[config.mk]
export PLATFORM = sky130hd
export DESIGN_NAME = muldiv_unit
export DESIGN_NICKNAME = d
export VERILOG_FILES = /design/src/rtl/muldiv_unit.sv
export SDC_FILE = /design/constraint.sdc
export NUM_CORES = 1
export LEC_CHECK = 0
export CAP_MARGIN = 10
export CORE_ASPECT_RATIO = 1.75
export CORE_UTILIZATION = 58
export DETAILED_ROUTE_END_ITERATION = 8
export PLACE_DENSITY = 0.93
export SLEW_MARGIN = 15
export SYNTH_ARGS = -nofsm -noshare
export SYNTH_HDL_FRONTEND = slang
export SYNTH_SLANG_ARGS = --single-unit
[constraint.sdc]
create_clock -name clk -period 3.77 [get_ports clk]
set_input_delay 0.377 -clock clk [delete_from_list [all_inputs] [get_ports clk]]
set_output_delay 0.377 -clock clk [all_outputs]
set_load 0.02 [all_outputs]
[src/rtl/muldiv_unit.sv]
// Iterative multiply/divide unit with architectural HI/LO registers.
// One shift-add or restoring shift-subtract step per cycle; sign fix-up in a final FIX cycle.
module muldiv_unit #(
  parameter int unsigned XLEN = 32
) (
  input  logic            clk,
  input  logic            rst_n,
  input  logic            startE,
  input  logic [1:0]      opE,
  input  logic [XLEN-1:0] srcAE,
  input  logic [XLEN-1:0] srcBE,
  input  logic            flushE,
  input  logic            mthiE,
  input  logic            mtloE,
  input  logic [XLEN-1:0] mtDataE,
  output logic            stallE,
  output logic            doneM,
  output logic [XLEN-1:0] hi,
  output logic [XLEN-1:0] lo
);

  localparam int unsigned CW = $clog2(XLEN + 1);
  localparam logic [CW-1:0] LAST = CW'(XLEN);

  typedef enum logic [2:0] {IDLE, MUL, DIV, FIX, DONE} state_t;

  state_t            state;
  logic [CW-1:0]     cnt;
  logic [XLEN-1:0]   aMag, bMag;
  logic [2*XLEN-1:0] acc;
  logic              aNeg, bNeg, isDiv, divZero;

  logic              accept, srcANeg, srcBNeg;
  logic [XLEN-1:0]   srcAMag, srcBMag;
  logic [XLEN:0]     mulSum, trial, diff;
  logic [2*XLEN-1:0] mulStep, divStep, prodFix;
  logic [XLEN-1:0]   quoFix, remFix;

  always_comb begin
    accept  = startE & ~flushE & ((state == IDLE) | (state == DONE));
    stallE  = accept | (state == MUL) | (state == DIV) | (state == FIX);
    srcANeg = ~opE[0] & srcAE[XLEN-1];
    srcBNeg = ~opE[0] & srcBE[XLEN-1];
    srcAMag = srcANeg ? -srcAE : srcAE;
    srcBMag = srcBNeg ? -srcBE : srcBE;

    // Multiply: acc = {partial product, remaining multiplier bits}, shifted right each step.
    mulSum  = {1'b0, acc[2*XLEN-1:XLEN]} + (acc[0] ? {1'b0, aMag} : '0);
    mulStep = {mulSum, acc[XLEN-1:1]};

    // Divide: acc = {remainder, dividend/quotient}, shifted left each step.
    trial   = {acc[2*XLEN-1:XLEN], acc[XLEN-1]};
    diff    = trial - {1'b0, bMag};
    divStep = diff[XLEN] ? {trial[XLEN-1:0], acc[XLEN-2:0], 1'b0}
                         : {diff[XLEN-1:0], acc[XLEN-2:0], 1'b1};

    // Remainder takes the dividend's sign, which also restores srcAE exactly on divide by zero.
    prodFix = (aNeg ^ bNeg) ? -acc : acc;
    quoFix  = ((aNeg ^ bNeg) & ~divZero) ? -acc[XLEN-1:0] : acc[XLEN-1:0];
    remFix  = aNeg ? -acc[2*XLEN-1:XLEN] : acc[2*XLEN-1:XLEN];
  end

  always_ff @(posedge clk or negedge rst_n) begin
    if (!rst_n) begin
      state   <= IDLE;
      cnt     <= '0;
      aMag    <= '0;
      bMag    <= '0;
      acc     <= '0;
      aNeg    <= 1'b0;
      bNeg    <= 1'b0;
      isDiv   <= 1'b0;
      divZero <= 1'b0;
      hi      <= '0;
      lo      <= '0;
      doneM   <= 1'b0;
    end else begin
      doneM <= 1'b0;
      case (state)
        IDLE, DONE: begin
          if (accept) begin
            aMag    <= srcAMag;
            bMag    <= srcBMag;
            aNeg    <= srcANeg;
            bNeg    <= srcBNeg;
            isDiv   <= opE[1];
            divZero <= (srcBE == '0);
            acc     <= {{XLEN{1'b0}}, opE[1] ? srcAMag : srcBMag};
            cnt     <= '0;
            state   <= opE[1] ? DIV : MUL;
          end else begin
            state <= IDLE;
            if (mthiE) hi <= mtDataE;
            if (mtloE) lo <= mtDataE;
          end
        end
        MUL, DIV: begin
          if (flushE) begin
            state <= IDLE;
          end else if (cnt == LAST) begin
            state <= FIX;
          end else begin
            acc <= (state == DIV) ? divStep : mulStep;
            cnt <= cnt + 1'b1;
          end
        end
        FIX: begin
          if (flushE) begin
            state <= IDLE;
          end else begin
            if (isDiv) begin
              hi <= remFix;
              lo <= quoFix;
            end else begin
              hi <= prodFix[2*XLEN-1:XLEN];
              lo <= prodFix[XLEN-1:0];
            end
            doneM <= 1'b1;
            state <= DONE;
          end
        end
        default: state <= IDLE;
      endcase
    end
  end

endmodule

==> flow_summary.toml <==
[place]
dp.final_hpwl_um = 47500
place.gp.congestion = 1.05
place_inst = 2508
pre_cts_slack_ps = 130
port_buffers = 169

[power]
p_int_mw = 7.87
finalPower_mw = 15.1
p_per_area_mw_per_mm2 = 791
sequentialPowerShare = 0.244
p_clk_frac = 0.144
switching_share = 0.480
worst_ir_drop_vdd_mv = 0.532
switchingPower_mw = 7.27
p_comb_frac = 0.612
leakage_nw = 8.48

[sta]
clock-skew-final_ps = 20.8
rsz0062_at_grt = "no"
fin_hold_ws_ps = -50.0
slew_violations = 0
finalCriticalPeriod_ps = 3630
relSlewSlack = 0.225
period_share = 0.962
worstMarginPinSlew_ps = 1150
max_freq_mhz = 276
hold_violations = 24
finalSetupViolations = 0
setup_slack_ps = 143
finalSetupTns_ps = 0

[logic_synthesis]
synth_edf_count = 0
syn_area_sq_mm = 0.0159
syn_nets = 2177
ys_seq_area_frac = 0.324
netlist.area_leader.share = 0.324
synth-async-reset-ratio = 1.00
synthTopCellsByCount = "nand2_1, dfrtp_1, nor2_1"
synth_cells = 2001
ys_ff_latch = 206
syn_avg_cell_area_sq_um = 7.96
synth_most_common_cell = "nand2_1"
synth_ff_type = "dfrtp_1"
yosysWarningCount = 0
yosysTopAreaCell = "dfrtp_1"
synth_cell_type_count = 76
synth.area.top_cells = "dfrtp_1, nand2_1, o21ai_0, ha_1, xor2_1"

[worst_setup_path]
critPathCaptureType = "register"
r2r_slack_ps = 140
cp_cell_sequence = "and2_1 -> ha_1 -> inv_1 -> fa_1 -> nor2b_1 -> o31a_1 -> o2111a_1 -> o2111ai_2 -> or3_1 -> a21oi_1 -> nor3_1 -> a311oi_1 -> o211a_1"
startpoint = "acc[0]$_DFFE_PN0P_"
crit_type = "reg -> reg"
timing.rr.start = "acc[0]$_DFFE_PN0P_"
cp_top_family = "compound AO/OA/AOI/OAI gates"
cp_max_fo = 14
cp-start-kind = "register"
crit_buf_inv = 1
cpPeakStageDelay_ps = 480
critical_path_arrival_ps = 4090
cp_data_required_time_ps = 4240
crit_slowest_cell = "dfrtp_2"

[clock_tree]
cts_made_buffers = 22
clock_latency_ps = 540
cts_tree = "yes"
clkSlewWorstSetupHoldPaths_ps = 60
cts_htree_levels = 1
cts-root-buf = "clkbuf_16"
cts.sinks = 206
clock_path_buffers = 3

[die]
pin_count = 170
die_y_um = 221
initial_core_util = 0.594
core_area_sq_mm = 0.0268
rows = 79
die_w_um = 127
dieArea_sq_mm = 0.0281

[global_routing]
gr-total-overflow = 0
grt_pass1_wl_um = 94300
antenna_found_initial = 9
grt_usage = 0.451
grt_pass1_vias = 16500
grt_max_degree = 104

[routing]
vias_per_cell = 6.45
wl_per_cell_um = 24.6
route.detailed.drc = 0
drt_iter0_markers = 1529
drtAntennaViolNets = 0
num_vias = 16500
wl_um = 62600
detail_route.first_pass.iterations = 6

[final_layout]
final_layout_size_suffix_gt1_frac = 0.0770
finalNonFillerCells = 2550
layout.nets = 2345
syn_to_final_growth_pct = 20.2
fillers = 2104

[run_status]
violations = "negative hold slack"
run_status = "complete, but fails checks"

[flow_run]
drv_cap = 0

[worst_hold_path]
hp-class = "in -> async"
-- logic make-up (layout without fill, tap and decap cells) --
group                      count (synthesis)  count (layout)  share of synthesized area
adders and majority gates                 72              72                     0.0575
muxes                                     51              51                     0.0325
xor gates and xnor gates                 182             182                      0.100
other                                      0               4                          0
buffers and inverters                    182             363                     0.0436
AOI/OAI and AO/OA                        615             615                      0.244
DFF                                      206             206                      0.324
and+or+nand+nor                          693             693                      0.199
-- layout make-up --
cell class	instances	area [sq um]	share of cell area
flip-flops and latches	206	5160	0.269
diodes	4	10.0	0.000523
clock inverters	5	67.6	0.00353
repair buffers	263	2420	0.126
clock buffers	32	628	0.0328
multi-input cells	1613	10200	0.531
well taps	364	455	0.0238
inverters	63	236	0.0124
-- power groups by stage --
stage               Clock (mW)  Sequential, mW  Combinational, mW
floorplan                    0            3.75               5.47
global placement             0            3.65               8.73
detailed placement           0            3.68               8.85
CTS                       2.17            3.65               8.91
global route              2.25            3.76               9.95
finish                    2.18            3.70               9.26
-- layout by cell type (no fill, tap or decap), types with 40 or more instances in the layout --
cell type	instances
and2_1	40
o21ai_0	183
nand2_1	279
nor2_1	200
xnor2_1	90
a21oi_1	147
ha_1	70
mux2i_1	46
xor2_1	90
inv_1	63
o31ai_1	71
clkdlybuf4s50_1	167
dfrtp_1	204
buf_4	92
-- through the flow --
step | hold slack (ps) | util | cell area, sq um
2_1_floorplan | 81.4 | - | 15900
3_3_place_gp | 453 | 0.686 | 18400
3_5_place_dp | 456 | 0.686 | 18400
4_1_cts | 0.192 | 0.712 | 19100
5_1_grt | 25.9 | 0.714 | 19100
6_report | -50.0 | 0.715 | 19100
-- state kept, by name, summed over array words and instances, names as in the netlist --
register,flops
state,3
hi,32
aMag,32
bNeg,1
isDiv,1
doneM,1
cnt,6
acc,64
lo,32
bMag,32
aNeg,1
divZero,1
-- path summary, 6_finish.rpt --
check                                        to  depth (start not counted)
min in group clk           aMag[29]$_DFFE_PN0P_                          2
hold reg to reg            aMag[29]$_DFFE_PN0P_                          2
max in group asynchronous  bMag[22]$_DFFE_PN0P_                          2
setup / recovery            acc[61]$_DFFE_PN0P_                         13
setup reg to reg            acc[61]$_DFFE_PN0P_                         13
hold / removal             bMag[11]$_DFFE_PN0P_                          1
-- layer usage --
layer | vias up | part of all wire | global-route usage | wire (um)
li1 | 7430 | - | - | -
met1 | 7678 | 0.32 | 0.456 | 19800
met2 | 947 | 0.46 | 0.721 | 28900
met3 | 388 | 0.096 | 0.121 | 6030
met4 | 10 | 0.13 | 0.476 | 7910
met5 | - | 0.0012 | 0 | 77
-- repair_timing --
item / CTS / global route
setup buffers: 0 / 1
hold endpoints to repair: 0 / 0
hold buffers: 0 / 0
gates resized for setup: 0 / 8
endpoints found under the setup margin: 0 / 7
(Power assumes the default switching activity.)
